## src/rtl/c3lib_mstrap_capture.sv

```systemverilog
// Capture-and-hold stage for metal-programmable strap tie cells: settle, double-sample,
// publish a registered config word, then allow one-shot overrides via a req/ack handshake.
module c3lib_mstrap_capture #(
  parameter int WIDTH      = 8,
  parameter int SETTLE_CYC = 16,
  parameter int RETRY_MAX  = 3
) (
  input  logic             clk,
  input  logic             rst_n,
  input  logic [WIDTH-1:0] strap_in,
  input  logic             ovrd_req,
  input  logic [WIDTH-1:0] ovrd_data,
  output logic             ovrd_ack,
  output logic [WIDTH-1:0] cfg_out,
  output logic             cfg_valid,
  output logic             cfg_src,
  output logic             cap_err
);

  localparam int CW = $clog2(SETTLE_CYC + 1);
  localparam int RW = (RETRY_MAX < 1) ? 1 : $clog2(RETRY_MAX + 1);

  localparam logic [1:0] ST_SETTLE = 2'd0;
  localparam logic [1:0] ST_SAMP1  = 2'd1;
  localparam logic [1:0] ST_SAMP2  = 2'd2;
  localparam logic [1:0] ST_DONE   = 2'd3;

  logic [1:0]       state;
  logic [CW-1:0]    cnt;
  logic [RW-1:0]    retry;
  logic [WIDTH-1:0] s1;
  logic             req_q;
  logic             pend;
  logic             req_edge;
  logic             accept;

  // Handshake: ovrd_req is a level; only its rising edge (or an edge latched
  // before capture finished) is honoured, and ovrd_ack answers with a single
  // cycle pulse in the cycle cfg_out takes ovrd_data.
  assign req_edge = ovrd_req & ~req_q;
  assign accept   = (state == ST_DONE) && (req_edge || pend);

  always_ff @(posedge clk or negedge rst_n) begin
    if (!rst_n) begin
      state     <= ST_SETTLE;
      cnt       <= '0;
      retry     <= '0;
      s1        <= '0;
      req_q     <= 1'b0;
      pend      <= 1'b0;
      ovrd_ack  <= 1'b0;
      cfg_out   <= '0;
      cfg_valid <= 1'b0;
      cfg_src   <= 1'b0;
      cap_err   <= 1'b0;
    end else begin
      req_q    <= ovrd_req;
      ovrd_ack <= 1'b0;

      case (state)
        ST_SETTLE: begin
          if (cnt == CW'(SETTLE_CYC - 1)) begin
            cnt   <= '0;
            state <= ST_SAMP1;
          end else begin
            cnt <= cnt + 1'b1;
          end
        end
        ST_SAMP1: begin
          s1    <= strap_in;
          state <= ST_SAMP2;
        end
        ST_SAMP2: begin
          if (strap_in == s1) begin
            cfg_out   <= strap_in;
            cfg_valid <= 1'b1;
            cfg_src   <= 1'b0;
            cap_err   <= 1'b0;
            state     <= ST_DONE;
          end else if (retry != RW'(RETRY_MAX)) begin
            retry <= retry + 1'b1;
            state <= ST_SETTLE;
          end else begin
            // Out of retries: publish the last sample but flag it as unstable.
            cfg_out   <= strap_in;
            cfg_valid <= 1'b1;
            cfg_src   <= 1'b0;
            cap_err   <= 1'b1;
            state     <= ST_DONE;
          end
        end
        default: begin
        end
      endcase

      // A request edge seen before DONE is remembered and served on the first DONE cycle.
      if (state != ST_DONE) begin
        if (req_edge) pend <= 1'b1;
      end else if (accept) begin
        cfg_out  <= ovrd_data;
        cfg_src  <= 1'b1;
        ovrd_ack <= 1'b1;
        pend     <= 1'b0;
      end
    end
  end

endmodule

```

## config.mk

```make
export PLATFORM = sky130hd
export DESIGN_NAME = c3lib_mstrap_capture
export DESIGN_NICKNAME = d
export VERILOG_FILES = /design/src/rtl/c3lib_mstrap_capture.sv
export SDC_FILE = /design/constraint.sdc
export NUM_CORES = 1
export LEC_CHECK = 0
export ABC_AREA = 1
export CORE_UTILIZATION = 55
export CTS_BUF_LIST = sky130_fd_sc_hd__clkbuf_2 sky130_fd_sc_hd__clkbuf_4 sky130_fd_sc_hd__clkbuf_8
export DETAILED_ROUTE_END_ITERATION = 8
export GPL_ROUTABILITY_DRIVEN = 0
export PLACE_DENSITY = 0.95
export SETUP_SLACK_MARGIN = 0.3
export SLEW_MARGIN = 20
export SYNTH_ARGS = -nofsm -noshare
export SYNTH_HDL_FRONTEND = slang
export SYNTH_SLANG_ARGS = --single-unit
```

## constraint.sdc

```tcl
create_clock -name clk -period 3.2 [get_ports clk]
set_input_delay 0.96 -clock clk [delete_from_list [all_inputs] [get_ports clk]]
set_output_delay 0.96 -clock clk [all_outputs]
set_load 0.1 [all_outputs]
```

After elaboration in Yosys (flattened, before gate mapping):

Index checks and enable logic that the tools add are counted.

* input bits: 19
* register bits: 31
* logic and storage cells: 58

* bitwise logic cells: 3
* muxes and demuxes: 23
* $add $sub $neg: 2
* reductions and logical operators: 9
* equal/unequal tests: 10

Operators by type and width (number)
* $mux 8: 5
* $mux 1: 13
* $ne 2x2->1 const B: 5
* $eq 8x8->1: 1
* $mux 2: 3
* $pmux 2 s3: 1
* $reduce_and 2->1: 3
* $add 5x1->5 const B: 1
* $eq 5x4->1 const B: 1
* $mux 5: 1
* $eq 2x2->1 const B: 2
* $reduce_and 3->1: 1
* $reduce_bool 3->1: 1
* $add 2x1->2 const B: 1
* $eq 2x1->1 const B: 1
* $logic_not 2->1: 1
* $not 1->1: 2
* $reduce_bool 2->1: 1
* $and 1x1->1: 1
* $logic_and 1x1->1: 1
* $logic_or 1x1->1: 1

Depth between registers and ports, before layout:

Gate-level depths: netlist of the first run.

* depth in word-level cells: 6
* gate-level depth with buffers: 12
* gate-level depth less buffers: 11

Worst setup path after synthesis of the first run:

OpenSTA, ideal clock, no wires.

* path type: register to output
* from: register cap_err
* to: output port cap_err
* cell stages (with the launch flop): 1
* setup slack: 1.342 ns
* arrival time: 0.898 ns
* buffers on the path: 0
* data required time: 2.240 ns
* path through: dfrtp_1

RTL lines
* start: declaration: line 17 `output logic cap_err`
* start signal: assignment: line 55 `cap_err <= 1'b0;`
* start signal: assignment: line 78 `cap_err <= 1'b0;`
* start signal: assignment: line 88 `cap_err <= 1'b1;`

No word-level cell between the ends.

Final worst setup path of the first run:

* from: input port strap_in[0]
* to: register cfg_valid

* longest elaborated chain between the ends: 3

RTL lines
* start: declaration: line 10 `input logic [WIDTH-1:0] strap_in,`
* $eq 8x8->1 *: line 74 `if (strap_in == s1) begin`
* $ne 2x2->1 (no line)
* $reduce_and 2->1 (no line)
* end signal: assignment: line 53 `cfg_valid <= 1'b0;`
* end signal: assignment: line 76 `cfg_valid <= 1'b1;`
* end signal: assignment: line 86 `cfg_valid <= 1'b1;`
* end: declaration: line 15 `output logic cfg_valid,`

Mark *: on every way between the ends. The rest lies on a longest branch, timed or not.
A chain may end at the register's enable or synchronous reset.

==> impl_metrics.xml, run 1 <==
<?xml version="1.0" encoding="UTF-8"?>
<metrics>
  <group name="sta">
    <metric name="unrepaired_setup_endpoints_after_global_routing" unit="">false</metric>
    <metric name="slew_headroom" unit="%">69.8</metric>
    <metric name="finClkSkew" unit="ps">13.7</metric>
    <metric name="finalMaxSlewViolations" unit="">0</metric>
    <metric name="finalSetupTns" unit="ps">0</metric>
    <metric name="final_hold_viol_count" unit="">0</metric>
    <metric name="max_freq" unit="GHz">0.419</metric>
    <metric name="post-route-period-util" unit="%">74.7</metric>
    <metric name="finalWorstPathRequiredPeriod" unit="ps">2390</metric>
    <metric name="slew_of_the_pin_with_the_lowest_slew_margin" unit="ps">453</metric>
    <metric name="setup_viol" unit="">0</metric>
  </group>
  <group name="final_layout">
    <metric name="count_of_antenna_diodes_in_the_layout" unit="">0</metric>
    <metric name="drive_gt1_share" unit="%">12.4</metric>
    <metric name="final_cell_count_no_fill" unit="">256</metric>
    <metric name="nets" unit="">249</metric>
    <metric name="areaGrowthSynthToFinish" unit="%">20.7</metric>
    <metric name="num-fill-cells" unit="">214</metric>
  </group>
  <group name="drt">
    <metric name="drt-total-wl" unit="mm">3.21</metric>
    <metric name="initialDrtViolationCount" unit="">68</metric>
    <metric name="average_wire_per_standard_cell" unit="microns">12.5</metric>
    <metric name="drt_pre_antenna_iters" unit="">4</metric>
    <metric name="dr_total_vias" unit="">1280</metric>
    <metric name="detail-route-antenna-nets" unit="">0</metric>
    <metric name="detail_route.vias_per_cell" unit="">5.00</metric>
    <metric name="drc" unit="">0</metric>
  </group>
  <group name="clocking">
    <metric name="tritoncts" unit="">yes</metric>
    <metric name="cts_made_buffers" unit="">5</metric>
    <metric name="clk_transition_reported_paths" unit="ps">110</metric>
    <metric name="post-cts-setup-buffers" unit="">0</metric>
    <metric name="cts_sinks" unit="">31</metric>
    <metric name="ctsResizeCount" unit="">0</metric>
    <metric name="cts_hold_buffers" unit="">0</metric>
    <metric name="cts_root_buf" unit="">clkbuf_4</metric>
    <metric name="max-clock-path-buffers" unit="">2</metric>
    <metric name="cts.htree.levels" unit="">2</metric>
    <metric name="clk-insertion-delay-late" unit="ps">340</metric>
  </group>
  <group name="setup_path">
    <metric name="crit_type" unit="">input port to register</metric>
    <metric name="worst_r2r_startpoint" unit="">s1[6]$_DFFE_PN0N_</metric>
    <metric name="critical_path_arrival" unit="ps">2620</metric>
    <metric name="worstSetupEndpointType" unit="">register</metric>
    <metric name="timing.critical_path.required" unit="ps">3430</metric>
    <metric name="critical_path_peak_fanout" unit="">13</metric>
    <metric name="crit_path_start_kind" unit="">input port</metric>
    <metric name="timing.reg2reg.setup_slack" unit="ps">1580</metric>
    <metric name="crit-reg2reg-capture" unit="">cfg_valid$_DFFE_PN0P_</metric>
    <metric name="r2r.worst_path.cells" unit="">8</metric>
  </group>
  <group name="die">
    <metric name="placementRows" unit="">19</metric>
    <metric name="design.core.area" unit="sq um">2730</metric>
    <metric name="die_y" unit="microns">55.5</metric>
    <metric name="start_util" unit="%">57.6</metric>
    <metric name="die-width" unit="microns">55.5</metric>
    <metric name="boundaryPins" unit="">31</metric>
    <metric name="dieArea" unit="sq um">3080</metric>
  </group>
  <group name="synth">
    <metric name="synth_top_area_cell" unit="">dfrtp_1</metric>
    <metric name="yosys_warnings" unit="">0</metric>
    <metric name="synthesis.instances" unit="">190</metric>
    <metric name="synth.most_common_cell" unit="">nand2_1</metric>
    <metric name="synth_cell_type_count" unit="">21</metric>
    <metric name="ys.flop_type" unit="">dfrtp_1</metric>
    <metric name="async_flop_share" unit="%">100</metric>
    <metric name="total_nets_after_synthesis" unit="">215</metric>
    <metric name="number_of_synthesized_flops_with_an_enable_pin" unit="">0</metric>
    <metric name="post_synth_most_frequent_cells" unit="">65 x nand2_1, 32 x inv_1, 31 x dfrtp_1</metric>
    <metric name="post_synthesis_sequential_area_ratio" unit="%">49.3</metric>
    <metric name="ys_ff_latch" unit="">31</metric>
    <metric name="synthesis.area" unit="sq um">1570</metric>
    <metric name="synth.top_cells.by_area" unit="">dfrtp_1 49%, nand2_1 16%, inv_1 7.6%</metric>
    <metric name="synth_top_cell_area_share" unit="%">49.3</metric>
    <metric name="avgSynthCellArea" unit="sq um">8.28</metric>
  </group>
  <group name="global_route">
    <metric name="grt_antenna_before_repair" unit="">0</metric>
    <metric name="globalRouteMet1Util" unit="%">29.3</metric>
    <metric name="grt_use_total" unit="%">23.3</metric>
    <metric name="global_route.usage.met2" unit="%">38.7</metric>
    <metric name="number_of_global_route_vias_before_repair" unit="">1267</metric>
    <metric name="maximum_number_of_pins_on_one_net_before_global_route_repair" unit="">32</metric>
    <metric name="global_route.usage.met3" unit="%">5.15</metric>
    <metric name="wire_length_of_the_first_global_routing_pass" unit="mm">5.55</metric>
    <metric name="global_route.peak_usage_layer" unit="">met2</metric>
    <metric name="overflow" unit="">0</metric>
  </group>
  <group name="power_and_ir_drop">
    <metric name="max-vdd-ir-drop" unit="mV">0.431</metric>
    <metric name="power_frac_comb" unit="%">23.8</metric>
    <metric name="leakage" unit="nW">1.07</metric>
    <metric name="net-switching-power" unit="mW">0.285</metric>
    <metric name="power_report.internal_total" unit="mW">0.541</metric>
    <metric name="power_frac_seq" unit="%">50.0</metric>
    <metric name="power" unit="mW">0.826</metric>
    <metric name="power.density_cell_area" unit="nW/um^2">434</metric>
    <metric name="p_clk_share" unit="%">26.2</metric>
    <metric name="netSwitchingFraction" unit="%">34.5</metric>
  </group>
  <group name="run_status">
    <metric name="status" unit="">finished clean</metric>
  </group>
  <group name="worst_hold_path">
    <metric name="holdCritPathClass" unit="">register to register</metric>
    <metric name="hp-start" unit="">cfg_src$_DFF_PN0_</metric>
    <metric name="whs_path_depth" unit="">2</metric>
    <metric name="holdPathEnd" unit="">cfg_src$_DFF_PN0_</metric>
  </group>
  <group name="placed_design">
    <metric name="dp.cells" unit="">248</metric>
    <metric name="place_hpwl" unit="mm">2.33</metric>
    <metric name="numPortBuffers" unit="">30</metric>
  </group>
  <group name="job">
    <metric name="timing.max_cap.violations" unit="">0</metric>
  </group>
</metrics>
==> area by class of cell <==
cell class | instances | area, sq um | share of cell area, %
sequential | 31 | 776 | 40.8
multi-input combinational | 121 | 614 | 32.3
timing repair buffer | 31 | 278 | 14.6
inverter | 34 | 141 | 7.44
tap | 31 | 38.8 | 2.04
clock buffer | 5 | 37.5 | 1.97
clock inverter | 3 | 15.0 | 0.790
==> how the worst max path moves through the flow <==
stage / from / end / slack, ps / depth (start not counted)
final: strap_in[0] / cfg_valid$_DFFE_PN0P_ / 810 / 11
after global routing: strap_in[1] / cfg_valid$_DFFE_PN0P_ / 650 / 11
after CTS: strap_in[5] / cfg_valid$_DFFE_PN0P_ / 840 / 11
after detailed placement: strap_in[5] / cfg_valid$_DFFE_PN0P_ / 530 / 11
after global placement: strap_in[5] / cfg_valid$_DFFE_PN0P_ / 570 / 11
after floorplan: cap_err$_DFFE_PN0P_ / cap_err / 1340 / 0
==> stage by stage <==
step	hold WS [ps]	instance area (sq um)	util (%)	setup slack [ps]
global placement	466	1850	67.6	570
detailed placement	485	1850	67.6	529
floorplan	448	1570	-	1340
global route	534	1900	69.5	650
finish	504	1900	69.5	811
CTS	509	1900	69.5	841
==> layout by cell type (no fill, tap or decap), drive strengths merged <==
master | synthesis | layout
xor2 | 3 | 3
clkbuf | 3 | 5
dfrtp | 31 | 31
nand3 | 19 | 19
or2 | 1 | 1
bufinv | 1 | 1
buf | 1 | 13
clkinv | 0 | 3
a22oi | 1 | 1
inv | 33 | 33
a21oi | 3 | 3
xnor2 | 5 | 5
nor2 | 3 | 3
o21ai | 12 | 12
a31oi | 1 | 1
clkdlybuf4s50 | 0 | 18
nand2 | 67 | 67
ha | 6 | 6
==> cells by family (layout without fill, tap and decap cells) <==
logic type / after synthesis / count (layout) / synth area share, %
AOI/OAI and AO/OA: 17 / 17 / 5.88
xor gates and xnor gates: 8 / 8 / 4.45
DFF: 31 / 31 / 49.3
buffers and inverters: 38 / 73 / 11.7
adders and majority gates: 6 / 6 / 4.77
and+or+nand+nor: 90 / 90 / 23.9
==> power by group through the flow <==
stage / Clock (mW) / Combinational [mW] / Sequential (mW)
floorplan: 0 / 0.0346 / 0.518
global route: 0.233 / 0.208 / 0.414
detailed placement: 0 / 0.197 / 0.421
global placement: 0 / 0.194 / 0.420
finish: 0.216 / 0.197 / 0.413
CTS: 0.217 / 0.198 / 0.413
==> worst max-delay path, stage by stage <==
cell and delay, ps:
clkdlybuf4s50_1 530, inv_2 50, nand2_1 50, nand2_1 40, nand2_1 60, nor2_1 40, nand2_1 100, nand2_2 170
nand2_2 250, inv_1 80, or2_2 280
==> sequential cells by signal, indices dropped and copies added (netlist names), 2 cells and up <==
| signal | count |
|---|---|
| cfg_out | 8 |
| s1 | 8 |
| cnt | 5 |
| retry | 2 |
| state | 2 |
==> per-layer routing <==
metal / vias up / part of all wire [%]
met5: - / 0
met4: 0 / 3.1
met3: 14 / 5.4
met2: 45 / 48
met1: 573 / 43
li1: 648 / -
(Power assumes the default switching activity.)
==> run 2: changes to the inputs <==
- CORE_UTILIZATION: 55 -> 48
- PLACE_DENSITY: 0.95 -> 0.89
- clock period: 3.2 -> 2.04 ns (I/O delays scaled with it)
==> run 2 against run 1 <==
Critical path depth up 2. Count of clock-buffer cells in the layout rose by 3. Utilization increased by 2.0 points. Die area rose by 14%. Critical path type unchanged. Largest cell class unchanged.
==> impl_metrics.xml, run 2 (synthesis results as in run 1) <==
<?xml version="1.0" encoding="UTF-8"?>
<metrics>
  <group name="final_layout">
    <metric name="final_core_util" unit="%">71.5</metric>
    <metric name="final_cell_count_no_fill" unit="">281</metric>
    <metric name="post-route-cell-area" unit="sq um">2200</metric>
    <metric name="nets" unit="">261</metric>
    <metric name="num-fill-cells" unit="">239</metric>
    <metric name="count_of_antenna_diodes_in_the_layout" unit="">0</metric>
    <metric name="most_used_cells_in_the_layout_excluding_fill_and_tap_cells" unit="">65 x nand2_1, 32 x inv_1, 31 x dfrtp_1, 19 x nand3_1, 14 x buf_12</metric>
    <metric name="multi_input_area" unit="sq um">624</metric>
    <metric name="mostFrequentLayoutCell" unit="">nand2_1</metric>
    <metric name="seq_area" unit="sq um">776</metric>
    <metric name="drive_gt1_share" unit="%">16.9</metric>
    <metric name="largestRegisters" unit="">cfg_out x8, s1 x8, cnt x5</metric>
    <metric name="areaGrowthSynthToFinish" unit="%">39.9</metric>
  </group>
  <group name="die">
    <metric name="die_y" unit="microns">59.3</metric>
    <metric name="dieArea" unit="sq um">3510</metric>
    <metric name="placementRows" unit="">20</metric>
    <metric name="design.core.area" unit="sq um">3080</metric>
    <metric name="die-width" unit="microns">59.3</metric>
    <metric name="start_util" unit="%">51.1</metric>
    <metric name="boundaryPins" unit="">31</metric>
  </group>
  <group name="power_and_ir_drop">
    <metric name="leakage" unit="nW">1.22</metric>
    <metric name="max-vdd-ir-drop" unit="mV">0.552</metric>
    <metric name="power.density_cell_area" unit="nW/um^2">658</metric>
  </group>
  <group name="drt">
    <metric name="drt_pre_antenna_iters" unit="">4</metric>
    <metric name="initialDrtViolationCount" unit="">46</metric>
    <metric name="detail-route-antenna-nets" unit="">0</metric>
    <metric name="detail_route.vias_per_cell" unit="">4.84</metric>
    <metric name="dr_total_vias" unit="">1359</metric>
    <metric name="average_wire_per_standard_cell" unit="microns">12.3</metric>
    <metric name="drt-total-wl" unit="mm">3.47</metric>
    <metric name="drc" unit="">0</metric>
  </group>
  <group name="placed_design">
    <metric name="numPortBuffers" unit="">30</metric>
    <metric name="dp.cells" unit="">270</metric>
    <metric name="place_hpwl" unit="mm">2.57</metric>
    <metric name="post_dp_cell_area" unit="sq um">2110</metric>
  </group>
  <group name="setup_path">
    <metric name="cp_top_family" unit="">simple AND/OR/NAND/NOR gates</metric>
    <metric name="critical_path.cell_chain" unit="">dlygate4sd2_1 -&gt; inv_2 -&gt; nand2_1 -&gt; nand2_1 -&gt; nand2_1 -&gt; nor2_1 -&gt; nand2_1 -&gt; nand2_4 -&gt; nand2_4 -&gt; buf_12 -&gt; nand2_1 -&gt; nand3_1 -&gt; nand2_1</metric>
    <metric name="timing.critical_path.required" unit="ps">2320</metric>
    <metric name="crit_path_start_kind" unit="">input port</metric>
    <metric name="worstSetupEndpointType" unit="">register</metric>
    <metric name="cp_num_buf_inv" unit="">3</metric>
    <metric name="cp_slowest_cell" unit="">dlygate4sd2_1</metric>
    <metric name="crit_type" unit="">input port to register</metric>
    <metric name="critical_path_arrival" unit="ps">1890</metric>
    <metric name="critPathMaxStageDelay" unit="ps">270</metric>
    <metric name="cpMostUsedCell" unit="">nand2_1</metric>
    <metric name="critical_path_peak_fanout" unit="">11</metric>
  </group>
  <group name="clocking">
    <metric name="cts.htree.levels" unit="">2</metric>
    <metric name="cts_sinks" unit="">31</metric>
    <metric name="cts_hold_buffers" unit="">0</metric>
    <metric name="clk-insertion-delay-late" unit="ps">330</metric>
    <metric name="cts_made_buffers" unit="">5</metric>
    <metric name="max-clock-path-buffers" unit="">2</metric>
    <metric name="cts_root_buf" unit="">clkbuf_4</metric>
    <metric name="tritoncts" unit="">yes</metric>
    <metric name="clk_transition_reported_paths" unit="ps">90</metric>
  </group>
  <group name="sta">
    <metric name="setup_viol" unit="">0</metric>
    <metric name="slew_of_the_pin_with_the_lowest_slew_margin" unit="ps">418</metric>
    <metric name="finClkSkew" unit="ps">9.91</metric>
    <metric name="finalWorstPathRequiredPeriod" unit="ps">1610</metric>
    <metric name="slew_headroom" unit="%">72.1</metric>
    <metric name="post-route-period-util" unit="%">79.2</metric>
    <metric name="unrepaired_setup_endpoints_after_global_routing" unit="">false</metric>
    <metric name="finalMaxSlewViolations" unit="">0</metric>
    <metric name="max_freq" unit="GHz">0.619</metric>
    <metric name="fin_hold_ws" unit="ps">486</metric>
    <metric name="final_hold_viol_count" unit="">0</metric>
  </group>
  <group name="worst_hold_path">
    <metric name="holdCritPathClass" unit="">register to register</metric>
  </group>
  <group name="global_route">
    <metric name="number_of_global_route_vias_before_repair" unit="">1324</metric>
    <metric name="grt_antenna_before_repair" unit="">0</metric>
    <metric name="grt_use_total" unit="%">23.0</metric>
    <metric name="overflow" unit="">0</metric>
    <metric name="wire_length_of_the_first_global_routing_pass" unit="mm">5.75</metric>
    <metric name="maximum_number_of_pins_on_one_net_before_global_route_repair" unit="">32</metric>
  </group>
  <group name="job">
    <metric name="timing.max_cap.violations" unit="">0</metric>
  </group>
  <group name="run_status">
    <metric name="status" unit="">finished clean</metric>
  </group>
</metrics>
-- run 2: cell types whose count changed in the layout (fill, tap and decap cells not counted), moves of 3 or more --
cell / before / now
buf_12: 0 / 14
clkdlybuf4s50_1: 18 / 10
clkinv_2: 3 / 0
dlygate4sd2_1: 0 / 8
-- run 2: worst paths after layout --
path / from / end / slack, ps / depth (start not counted)
min: retry[0]$_DFFE_PN0P_ / retry[0]$_DFFE_PN0P_ / 490 / 1
max: strap_in[0] / state[1]$_DFFE_PN0P_ / 430 / 13
min reg2reg: retry[0]$_DFFE_PN0P_ / retry[0]$_DFFE_PN0P_ / 490 / 1
min in group asynchronous: rst_n / s1[0]$_DFFE_PN0N_ / 660 / 2
max reg2reg: state[0]$_DFFE_PN0P_ / retry[0]$_DFFE_PN0P_ / 530 / 5
max in group asynchronous: rst_n / cfg_src$_DFF_PN0_ / 1080 / 2
-- run 2: routing by layer --
| metal | share of wire, % | routed length [microns] | GRT usage (%) | vias up |
|---|---|---|---|---|
| met5 | 0 | 0 | 0 | - |
| met4 | 1.9 | 65 | 8.50 | 0 |
| met3 | 5.1 | 176 | 7.21 | 7 |
| met2 | 49 | 1710 | 39.0 | 35 |
| met1 | 44 | 1520 | 27.1 | 644 |
| li1 | - | - | - | 673 |
-- run 2: where the power goes --
part	internal [mW]	switching [mW]	leakage [nW]	total, mW
Combinational	0.139	0.225	0.819	0.364
Sequential	0.636	0.0250	0.359	0.661
Clock	0.216	0.207	0.0420	0.423
Total	0.991	0.458	1.22	1.45
-- run 2: area by class of cell --
cell class | count | share of cell area, %
Clock buffer | 8 | 3.30
Tap cell | 44 | 2.50
Timing Repair Buffer | 43 | 24.2
Sequential cell | 31 | 35.2
Multi-Input combinational cell | 121 | 28.4
Inverter | 34 | 6.42
-- run 2: worst register-to-register path: cells and delay by family (launching register included) --
| family | cells | cell delay [ps] |
|---|---|---|
| xor+xnor | 1 | 160 |
| fa+ha+maj | 1 | 430 |
| buf+inv | 2 | 290 |
| flops | 1 | 410 |
| simple gates | 1 | 150 |
-- run 2: through the flow --
| stage | power (mW) | TNS [ps] | setup slack [ps] |
|---|---|---|---|
| final | 1.45 | 0 | 425 |
| after global routing | 1.51 | 0 | 334 |
| after CTS | 1.46 | 0 | 440 |
| after detailed placement | 1.04 | -1750 | -163 |
| after global placement | 1.04 | -827 | -97.8 |
| after floorplan | 0.867 | 0 | 530 |
-- run 2: what timing repair did --
item / CTS / global route
gates resized for setup: 10 / 0
endpoints found under the setup margin: 15 / 0
setup buffers: 3 / 0
hold endpoints to repair: 0 / 0
==> run 3: changes to the inputs <==
- CORE_UTILIZATION: 48 -> 53
- PLACE_DENSITY: 0.89 -> 0.93
- clock period: 2.04 -> 1.7 ns (I/O delays scaled with it)
==> run 3 against run 2 <==
Wire length increased by 44%. Flip-flop and latch count did not move. Clock skew down 1.8 ps. Via count up 16%. Clock power grew 6.4%. Final area increased by 6.1%. Utilization is 12 points higher. Cell count down 2.5%. Combinational power increased by 32%. Critical endpoint is now cfg_out[2]$_DFF_PN0_.
==> impl_metrics.xml, run 3 (synthesis results as in run 1) <==
<?xml version="1.0" encoding="UTF-8"?>
<metrics>
  <group name="sta">
    <metric name="final_hold_viol_count" unit="">0</metric>
    <metric name="setup_viol" unit="">0</metric>
    <metric name="slew_headroom" unit="%">78.0</metric>
    <metric name="setup_slack" unit="ps">53.6</metric>
    <metric name="max_freq" unit="GHz">0.607</metric>
    <metric name="post-route-period-util" unit="%">96.8</metric>
    <metric name="unrepaired_setup_endpoints_after_global_routing" unit="">true</metric>
    <metric name="finalSetupTns" unit="ps">0</metric>
    <metric name="finClkSkew" unit="ps">8.12</metric>
    <metric name="finalMaxSlewViolations" unit="">0</metric>
    <metric name="finalWorstPathRequiredPeriod" unit="ps">1650</metric>
    <metric name="slew_of_the_pin_with_the_lowest_slew_margin" unit="ps">327</metric>
  </group>
  <group name="die">
    <metric name="die-width" unit="microns">56.5</metric>
    <metric name="dieArea" unit="sq um">3190</metric>
    <metric name="design.core.area" unit="sq um">2780</metric>
    <metric name="die_y" unit="microns">56.5</metric>
    <metric name="start_util" unit="%">56.6</metric>
    <metric name="boundaryPins" unit="">31</metric>
    <metric name="placementRows" unit="">19</metric>
  </group>
  <group name="clocking">
    <metric name="clk_transition_reported_paths" unit="ps">90</metric>
    <metric name="max-clock-path-buffers" unit="">2</metric>
    <metric name="cts_sinks" unit="">31</metric>
    <metric name="clk-insertion-delay-late" unit="ps">350</metric>
    <metric name="cts_hold_buffers" unit="">0</metric>
    <metric name="cts_made_buffers" unit="">5</metric>
    <metric name="tritoncts" unit="">yes</metric>
    <metric name="cts_root_buf" unit="">clkbuf_4</metric>
    <metric name="cts.htree.levels" unit="">2</metric>
  </group>
  <group name="global_route">
    <metric name="overflow" unit="">0</metric>
    <metric name="maximum_number_of_pins_on_one_net_before_global_route_repair" unit="">32</metric>
    <metric name="wire_length_of_the_first_global_routing_pass" unit="mm">6.50</metric>
    <metric name="grt_use_total" unit="%">27.5</metric>
    <metric name="number_of_global_route_vias_before_repair" unit="">1376</metric>
    <metric name="grt_antenna_before_repair" unit="">0</metric>
  </group>
  <group name="final_layout">
    <metric name="count_of_antenna_diodes_in_the_layout" unit="">0</metric>
    <metric name="seq_area" unit="sq um">790</metric>
    <metric name="drive_gt1_share" unit="%">34.6</metric>
    <metric name="multi_input_area" unit="sq um">719</metric>
    <metric name="final_cell_count_no_fill" unit="">274</metric>
    <metric name="largestRegisters" unit="">cfg_out x8, s1 x8, cnt x5</metric>
    <metric name="num-fill-cells" unit="">145</metric>
    <metric name="mostFrequentLayoutCell" unit="">nand2_1</metric>
    <metric name="areaGrowthSynthToFinish" unit="%">48.5</metric>
    <metric name="most_used_cells_in_the_layout_excluding_fill_and_tap_cells" unit="">57 x nand2_1, 29 x inv_1, 20 x dfrtp_1, 13 x buf_12, 12 x buf_4</metric>
    <metric name="nets" unit="">267</metric>
  </group>
  <group name="placed_design">
    <metric name="numPortBuffers" unit="">30</metric>
    <metric name="place_hpwl" unit="mm">2.69</metric>
    <metric name="dp.cells" unit="">258</metric>
    <metric name="place_ws" unit="ps">-352</metric>
  </group>
  <group name="power_and_ir_drop">
    <metric name="power.density_cell_area" unit="nW/um^2">739</metric>
    <metric name="power_report.internal_total" unit="mW">1.14</metric>
    <metric name="power" unit="mW">1.73</metric>
    <metric name="power_frac_seq" unit="%">46.2</metric>
    <metric name="leakage" unit="nW">1.25</metric>
    <metric name="p_clk_share" unit="%">26.1</metric>
    <metric name="netSwitchingFraction" unit="%">34.0</metric>
    <metric name="max-vdd-ir-drop" unit="mV">0.871</metric>
    <metric name="net-switching-power" unit="mW">0.586</metric>
    <metric name="power_frac_comb" unit="%">27.7</metric>
  </group>
  <group name="worst_hold_path">
    <metric name="whs_path_depth" unit="">3</metric>
    <metric name="holdCritPathClass" unit="">input port to register</metric>
  </group>
  <group name="drt">
    <metric name="drt-total-wl" unit="mm">4.98</metric>
    <metric name="wirelength_met1" unit="mm">1.78</metric>
    <metric name="average_wire_per_standard_cell" unit="microns">18.2</metric>
    <metric name="dr_total_vias" unit="">1579</metric>
    <metric name="top_signal_layer_used" unit="">met4</metric>
    <metric name="drt_pre_antenna_iters" unit="">5</metric>
    <metric name="detail_route.vias_per_cell" unit="">5.76</metric>
    <metric name="initialDrtViolationCount" unit="">122</metric>
    <metric name="met2_wirelength" unit="mm">2.48</metric>
    <metric name="detail-route-antenna-nets" unit="">0</metric>
    <metric name="drc" unit="">0</metric>
    <metric name="wl_met3" unit="microns">437</metric>
  </group>
  <group name="setup_path">
    <metric name="timing.critical_path.required" unit="ps">1980</metric>
    <metric name="crit_path_start_kind" unit="">input port</metric>
    <metric name="critical_path_peak_fanout" unit="">5</metric>
    <metric name="worstSetupEndpointType" unit="">register</metric>
    <metric name="r2r.worst_path.cells" unit="">12</metric>
    <metric name="critical_path_arrival" unit="ps">1930</metric>
    <metric name="crit_type" unit="">input port to register</metric>
  </group>
  <group name="job">
    <metric name="timing.max_cap.violations" unit="">0</metric>
  </group>
  <group name="run_status">
    <metric name="status" unit="">finished clean</metric>
  </group>
</metrics>
## run 3: what timing repair did
item                                    CTS  global route
gates resized for setup                  16            34
pin swaps                                 9            18
setup buffers                             4             4
endpoints found under the setup margin   28            32
## run 3: worst max-delay path, cell delays in order
cell and delay (ps):
clkdlybuf4s15_1 210, inv_1 110, nand2_1 80, nand2_1 90
nand2_1 70, nor2_2 160, nand2_2 100, nand2_4 100
nand2_4 70, buf_6 140, nand2_1 70, nand3_1 120
nand2_1 90
## run 3: per-layer routing
layer / up-vias / GRT usage [%]
met1: 732 / 33.7
met2: 127 / 43.9
li1: 682 / -
met5: - / 0
met4: 0 / 14.6
met3: 38 / 7.60
## run 3: cell type report
cell class,count,share of cell area (%)
inverter,34,6.05
tap,31,1.66
timing repair buffer,49,25.3
clock inverter,1,0.214
clock buffer,7,2.25
multi-input combinational,121,30.8
sequential,31,33.8
## run 3: power groups by stage
| stage | registers (mW) | logic [mW] | clock network [mW] |
|---|---|---|---|
| final | 0.798 | 0.479 | 0.450 |
| after global routing | 0.802 | 0.494 | 0.497 |
| after CTS | 0.797 | 0.448 | 0.452 |
| after detailed placement | 0.812 | 0.451 | 0 |
| after global placement | 0.809 | 0.442 | 0 |
| after floorplan | 0.981 | 0.0644 | 0 |
## run 3: path summary, 6_finish.rpt
| path | from | endpoint | slack [ps] |
|---|---|---|---|
| hold / removal | strap_in[0] | s1[0]$_DFFE_PN0N_ | 500 |
| hold reg to reg | retry[0]$_DFFE_PN0P_ | retry[0]$_DFFE_PN0P_ | 510 |
| setup / recovery | strap_in[1] | cfg_out[2]$_DFF_PN0_ | 50 |
| max in group asynchronous | rst_n | cfg_out[5]$_DFF_PN0_ | 1000 |
| setup reg to reg | s1[1]$_DFFE_PN0N_ | cfg_out[2]$_DFF_PN0_ | 60 |
| min in group asynchronous | rst_n | cfg_out[3]$_DFF_PN0_ | 510 |
## run 3: through the flow
step	area, sq um	utilization, %	hold WS, ps
3_5_place_dp	2100	75.5	494
4_1_cts	2200	79.1	510
6_report	2340	84.0	498
5_1_grt	2340	84.0	504
3_3_place_gp	2100	75.5	469
2_1_floorplan	1590	-	214
